--- src/rtl/conv_encoder.sv ---
// 8-state recursive systematic convolutional encoder with a one-deep registered
// output stage and optional 3-symbol trellis termination.
module conv_encoder #(
   parameter bit TAIL_EN = 1'b1
) (
   input  logic clk,
   input  logic rst,
   input  logic in_valid,
   output logic in_ready,
   input  logic in_bit,
   input  logic in_last,
   output logic out_valid,
   input  logic out_ready,
   output logic sys,
   output logic parity,
   output logic out_tail,
   output logic out_last
);

   typedef enum logic {ENC, TAIL} state_e;

   state_e     state_q, state_d;
   logic [2:0] s_q, s_d;
   logic [1:0] tcnt_q, tcnt_d;
   logic       valid_q, valid_d;
   logic       sys_q, sys_d;
   logic       par_q, par_d;
   logic       tail_q, tail_d;
   logic       last_q, last_d;

   logic       free, load_enc, load_tail;
   logic       u, b, p;

   assign free      = !valid_q || out_ready;
   assign load_enc  = (state_q == ENC) && in_valid && free;
   assign load_tail = (state_q == TAIL) && free;

   // Tail input is chosen so the feedback bit is zero, flushing the register.
   assign u = (state_q == TAIL) ? (s_q[0] ^ s_q[2]) : in_bit;
   assign b = u ^ s_q[0] ^ s_q[2];
   assign p = b ^ s_q[1] ^ s_q[2];

   assign in_ready  = rst && (state_q == ENC) && free;
   assign out_valid = valid_q;
   assign sys       = sys_q;
   assign parity    = par_q;
   assign out_tail  = tail_q;
   assign out_last  = last_q;

   always_comb begin
      state_d = state_q;
      s_d     = s_q;
      tcnt_d  = tcnt_q;
      valid_d = valid_q && !out_ready;
      sys_d   = sys_q;
      par_d   = par_q;
      tail_d  = tail_q;
      last_d  = last_q;
      if (load_enc) begin
         valid_d = 1'b1;
         sys_d   = u;
         par_d   = p;
         tail_d  = 1'b0;
         last_d  = in_last && !TAIL_EN;
         s_d     = {s_q[1:0], b};
         if (in_last) begin
            if (TAIL_EN) begin
               state_d = TAIL;
               tcnt_d  = 2'd0;
            end else begin
               s_d = '0;
            end
         end
      end else if (load_tail) begin
         valid_d = 1'b1;
         sys_d   = u;
         par_d   = p;
         tail_d  = 1'b1;
         last_d  = (tcnt_q == 2'd2);
         s_d     = {s_q[1:0], 1'b0};
         tcnt_d  = tcnt_q + 2'd1;
         if (tcnt_q == 2'd2) begin
            state_d = ENC;
            tcnt_d  = '0;
            s_d     = '0;
         end
      end
   end

   always_ff @(posedge clk or negedge rst) begin
      if (!rst) begin
         state_q <= ENC;
         s_q     <= '0;
         tcnt_q  <= '0;
         valid_q <= 1'b0;
         sys_q   <= 1'b0;
         par_q   <= 1'b0;
         tail_q  <= 1'b0;
         last_q  <= 1'b0;
      end else begin
         state_q <= state_d;
         s_q     <= s_d;
         tcnt_q  <= tcnt_d;
         valid_q <= valid_d;
         sys_q   <= sys_d;
         par_q   <= par_d;
         tail_q  <= tail_d;
         last_q  <= last_d;
      end
   end

endmodule

--- config.mk ---
export PLATFORM = sky130hd
export DESIGN_NAME = conv_encoder
export DESIGN_NICKNAME = d
export VERILOG_FILES = /design/src/rtl/conv_encoder.sv
export SDC_FILE = /design/constraint.sdc
export NUM_CORES = 1
export LEC_CHECK = 0
export CAP_MARGIN = 40
export CORE_AREA = 10 10 47 49
export DETAILED_ROUTE_END_ITERATION = 7
export DIE_AREA = 0 0 57 59
export GPL_TIMING_DRIVEN = 0
export PLACE_DENSITY = 0.78
export SLEW_MARGIN = 20
export SYNTH_ARGS = -nofsm -noshare
export SYNTH_HDL_FRONTEND = slang
export SYNTH_SLANG_ARGS = --single-unit
--- constraint.sdc ---
create_clock -name clk -period 1.7 [get_ports clk]
set_input_delay 0.425 -clock clk [delete_from_list [all_inputs] [get_ports clk]]
set_output_delay 0.425 -clock clk [all_outputs]
set_load 0.005 [all_outputs]
==> flow_summary.json, run 1 <==
{
  "p_switching_w": 0.000422,
  "static-leakage-power_nw": 0.321,
  "cap_viol_max_count": 0,
  "synthDominantCellAreaShare_pct": 50.5,
  "worst_r2r_path_depth": 3,
  "finalWirelength_um": 1270,
  "synth-seq-area-share_pct": 50.5,
  "cpLargestDelayFamily": "buffers and inverters",
  "floorplan.die_area_um2": 3360,
  "power.share.clock_pct": 15.6,
  "synthDominantAreaCellType": "dfrtp_1",
  "die_height_um": 59,
  "synth.ff_latch_count": 11,
  "mostFrequentLayoutCell": "dfrtp_1",
  "postRouteAntennaNets": 0,
  "number_of_warnings_reported_in_the_yosys_synthesis_log": 0,
  "crit_path_max_incr_delay_ns": 0.53,
  "core.rowCount": 14,
  "dp_hpwl_um": 939,
  "fp.coreArea_um2": 1400,
  "buffer_ports.inserted": 11,
  "intPower_w": 0.000741,
  "net_count_of_the_finished_layout": 78,
  "critical_path_buf_inv_count": 1,
  "highest_fanout_seen_on_the_critical_path": 7,
  "power_frac_comb_pct": 42.2,
  "ir_worst_vdd_mv": 0.581,
  "initial_utilization_pct": 38.9,
  "mappedNetlistNets": 61,
  "grt_start_max_net_pins": 13,
  "drt_drc_violations_left": 0,
  "seq_power_share_pct": 42.2,
  "design_power_total_w": 0.00116,
  "post_synth_num_cell_types": 23,
  "syn-instance-count": 55,
  "num_antenna_cells": 0,
  "crit_required_ns": 1.86,
  "drive_gt1_share_pct": 15.5,
  "drv_slew": 0,
  "hold_viol": 0,
  "worst_r2r_endpoint": "sys",
  "first_global_vias": 491,
  "status": "finished, final reports clean",
  "leftover_overflow_at_the_end_of_global_routing": 0,
  "setup_repair_after_global_routing_missed_its_margin": "no",
  "setup_viol": 0,
  "numPlacedInstances": 82,
  "dpl_cell_area_um2": 676,
  "clkLatencyLatePin_ns": 0.27,
  "all_layer_gr_usage_pct": 8.06,
  "via_count": 473,
  "synth_enable_flop_cells": 0,
  "finalWorstPathRequiredPeriod_ns": 1.65,
  "detail_route.first_pass.iterations": 4,
  "critical_path_cell_sequence": "clkdlybuf4s50_1, or2_2, nand2_1, mux2_2",
  "worst_clock_skew_ns": 0.00109,
  "syn-mean-instance-area_um2": 9.92,
  "cts-root-to-sink-buffers": 2,
  "setup-tns-final_ns": 0,
  "floorplan.die.width_um": 57,
  "routed_wire_length_per_instance_um": 14.6,
  "vias_per_cell": 5.44,
  "clock-sinks": 11,
  "rr_startpoint": "state_q",
  "most-common-layout-cells": "11 x dfrtp_1, 7 x clkdlybuf4s50_1, 4 x inv_1, 4 x nand2_1, 4 x a21oi_1",
  "slew_headroom_pct": 78.4,
  "p_sw_share_pct": 36.3,
  "r2r_setup_slack_ns": 0.30,
  "ys.flop_type": "dfrtp_1",
  "antenna_found_initial": 0,
  "synthArstFlopShare_pct": 100,
  "tritoncts": "yes",
  "cts.htree.levels": 1,
  "globalplace.congestion": 0.699,
  "post-route-period-util_pct": 96.9,
  "io_pins": 12,
  "fill_cells": 144,
  "cts_made_buffers": 3,
  "power_per_cell_area_nw_per_um2": 1610,
  "layoutNonFillerInstCount": 87,
  "max_freq_ghz": 0.607,
  "timing.critical_path.to_type": "flip-flop",
  "drc_marker_count_from_the_first_detailed_route_iteration": 7,
  "min-delay-path-class": "in -> async",
  "clk_pin_slew_ns": 0.07,
  "critical_path_class": "in -> reg",
  "post_synth_instance_area_um2": 546,
  "ys_top_cells_by_area": "dfrtp_1 50%, a22o_1 4.8%, a21oi_1 3.7%, a211o_1 3.2%, xnor2_1 3.2%",
  "final_cell_area_um2": 721,
  "worstSetupStartpointType": "input pin",
  "worst_slew_pin_slew_ns": 0.322,
  "grt_pass1_wl_um": 2140,
  "area_added_between_synthesis_and_finish_pct": 32.1,
  "cts_root_buf": "clkbuf_4",
  "timing.critical_path.slowest_stage_cell": "clkdlybuf4s50_1",
  "crit_arrival_ns": 1.80
}
==> kinds of logic (layout without fill, tap and decap cells) <==
family	Yosys count	in the layout	synth area share (%)
DFF	11	11	50.5
xor gates and xnor gates	3	3	4.82
AOI/OAI and AO/OA	19	19	24.3
and+or+nand+nor	15	15	13.8
buffers and inverters	6	22	4.59
muxes	1	1	2.06
==> per-layer routing <==
| layer | vias to the layer above | track usage, % | share of wire, % | wire [um] |
|---|---|---|---|---|
| met2 | 9 | 13.5 | 47 | 600 |
| met1 | 229 | 7.91 | 45 | 567 |
| met5 | - | 0 | 0 | 0 |
| met3 | 2 | 3.65 | 7.1 | 91 |
| li1 | 233 | - | - | - |
| met4 | 0 | 5.37 | 1.0 | 13 |
==> state kept, by name, indices dropped and copies added, names as in the netlist <==
name       count
tcnt_q         2
out_valid      1
state_q        1
parity         1
out_last       1
out_tail       1
sys            1
s_q            3
==> metrics by stage <==
stage | setup WS [ns] | util (%) | hold WS [ns]
finish | 0.0526 | 51.4 | 0.121
CTS | 0.0544 | 51.2 | 0.131
detailed placement | -0.729 | 48.2 | 0.481
global placement | -0.737 | 48.2 | 0.465
floorplan | 0.397 | - | 0.129
global route | 0.0234 | 51.4 | 0.134
==> cell type report <==
class,instances,area (um2),share of cell area (%)
multi-input cells,38,253,35.1
well taps,16,20.0,2.78
repair buffers,12,115,16.0
clock buffers,4,26.3,3.65
flip-flops and latches,11,275,38.2
plain buffers,2,16.3,2.26
inverters,4,15.0,2.08
==> cells in the mapped netlist, drive strengths merged (2+ instances only) <==
library cell,n
dfrtp,11
a21oi,4
inv,4
nand2,4
a22o,3
nor2,3
o21ai,3
a211o,2
and3,2
buf,2
nor2b,2
o211ai,2
o31ai,2
xnor2,2
==> worst max path at each step <==
stage	from	endpoint	slack, ns	depth (start not counted)
after floorplan	out_ready	in_ready	0.40	3
after global placement	rst	in_ready	-0.74	3
after detailed placement	rst	in_ready	-0.73	3
after CTS	out_valid	out_valid	0.05	1
after global routing	in_valid	sys	0.02	4
final	in_valid	sys	0.05	4
==> power groups by stage <==
stage | Clock (W) | Combinational (W) | Sequential (W)
finish | 0.000181 | 0.000491 | 0.000491
CTS | 0.000187 | 0.000498 | 0.000493
global placement | 0 | 0.000475 | 0.000484
global route | 0.000201 | 0.000551 | 0.000512
floorplan | 0 | 0.000308 | 0.000471
detailed placement | 0 | 0.000489 | 0.000494
==> timing repair <==
action	4_1_cts	5_1_grt
pin swaps	0	0
hold buffers	0	0
buffers inserted	1	0
resized for setup	11	1
endpoints found under the setup margin	1	1
Power figures use the tool's default switching activity.
==> run 2: changes to the inputs <==
--- a/config.mk
+++ b/config.mk
@@ -5,7 +5,6 @@
 export SDC_FILE = /design/constraint.sdc
 export NUM_CORES = 1
 export LEC_CHECK = 0
-export CAP_MARGIN = 40
 export CORE_AREA = 10 10 47 49
 export DETAILED_ROUTE_END_ITERATION = 7
 export DIE_AREA = 0 0 57 59
==> results of run 2 <==
No change in the layout: final DEF, timing and power equal those of run 1.
==> variant, RTL diff (flow settings as in run 2) <==
The parameter `TAIL_EN` goes from 1'b1 to 1'b0.
--- a/src/rtl/conv_encoder.sv
+++ b/src/rtl/conv_encoder.sv
@@ -1,7 +1,7 @@
 // 8-state recursive systematic convolutional encoder with a one-deep registered
 // output stage and optional 3-symbol trellis termination.
 module conv_encoder #(
-   parameter bit TAIL_EN = 1'b1
+   parameter bit TAIL_EN = 1'b0
 ) (
    input  logic clk,
    input  logic rst,
Function: changed (Yosys sat finds a counterexample within 4 cycles, from zero or initial values and one cycle with rst low).
==> variant against run 2 <==
Critical path depth is the same. Combinational power decreased by 73%. Clock power is 19% lower. Routed wire length shrank 49%. Non-clock buffer count fell by 2. Sequential cell count shrank 4. Worst setup slack got worse by 2.5 ps. First-iteration DRC count shrank 86%. Final area down 32%. Utilization shrank 16 points. Clock skew is essentially flat. Synthesized area fell by 37%. Via count down 49%. Power down 57%. Critical path type is now primary input to primary output.
==> variant: results <==
[global_route]
track_usage_pct = 4.78
grt_first_pass_wirelength_um = 1120
met1_usage_pct = 3.97
met2_usage_pct = 6.36

[power_and_ir_drop]
power_uw = 499
power.switching_uw = 120
pwr.group.clock_uw = 147
ir_worst_vdd_uv = 303

[logic_synthesis]
synth.area.top_cells = dfrtp_1 (51%), mux2_2 (16%), xnor2_2 (4.7%), nand2b_4 (4.0%), nor2b_1 (3.6%)
synth.distinct_cells = 15
synth-seq-cells = 7

[route]
wl_met3_um = 66
wl_met1_um = 242

[place]
place_ws_ps = -527
gp_congestion = 0.655
dp.cells = 53
dpl_cell_area_sq_um = 463

[critical_path]
r2r_cells = 4
crit_fanout = 2
rr_startpoint = out_valid
startpoint = out_ready

[status]
status = finished clean

[layout]
clock_area_share_pct = 5.36
seq_area_share_pct = 35.7
drive_above_1_share_pct = 31.0
nNonClkInverters = 0
buf_share_pct = 22.2
multi_input_gates = 19
-- variant: cells by family after synthesis --
family,count (synthesis),share of synthesized area [%]
buffers and inverters,1,2.19
multiplexers,5,16.4
other,1,1.09
flip-flops,7,51.1
AO/OA/AOI/OAI,2,4.75
XOR/XNOR,3,9.86
AND/OR/NAND/NOR,8,14.6
-- variant: how the worst max path moves through the flow --
stage                           to  slack [ps]  cells past startpoint
after global routing      in_ready           2                      4
after floorplan           out_last         520                      3
final                     in_ready          50                      4
after CTS                 in_ready          40                      4
after detailed placement  in_ready        -530                      3
after global placement    in_ready        -510                      3
-- variant: repair_timing --
item / CTS / global route
resized for setup: 5 / 0
buffers inserted: 1 / 0
setup endpoints to repair: 1 / 0
-- variant: critical path, stage by stage --
cell and delay [ps]:
clkdlybuf4s50_1 400, nand2b_4 140, and2_1 140, buf_2 120
-- variant: through the flow --
step	setup TNS, ps	utilization, %
after floorplan	0	-
after global placement	-506	33.0
after detailed placement	-527	33.0
after CTS	0	35.0
after global routing	0	35.0
final	0	35.0
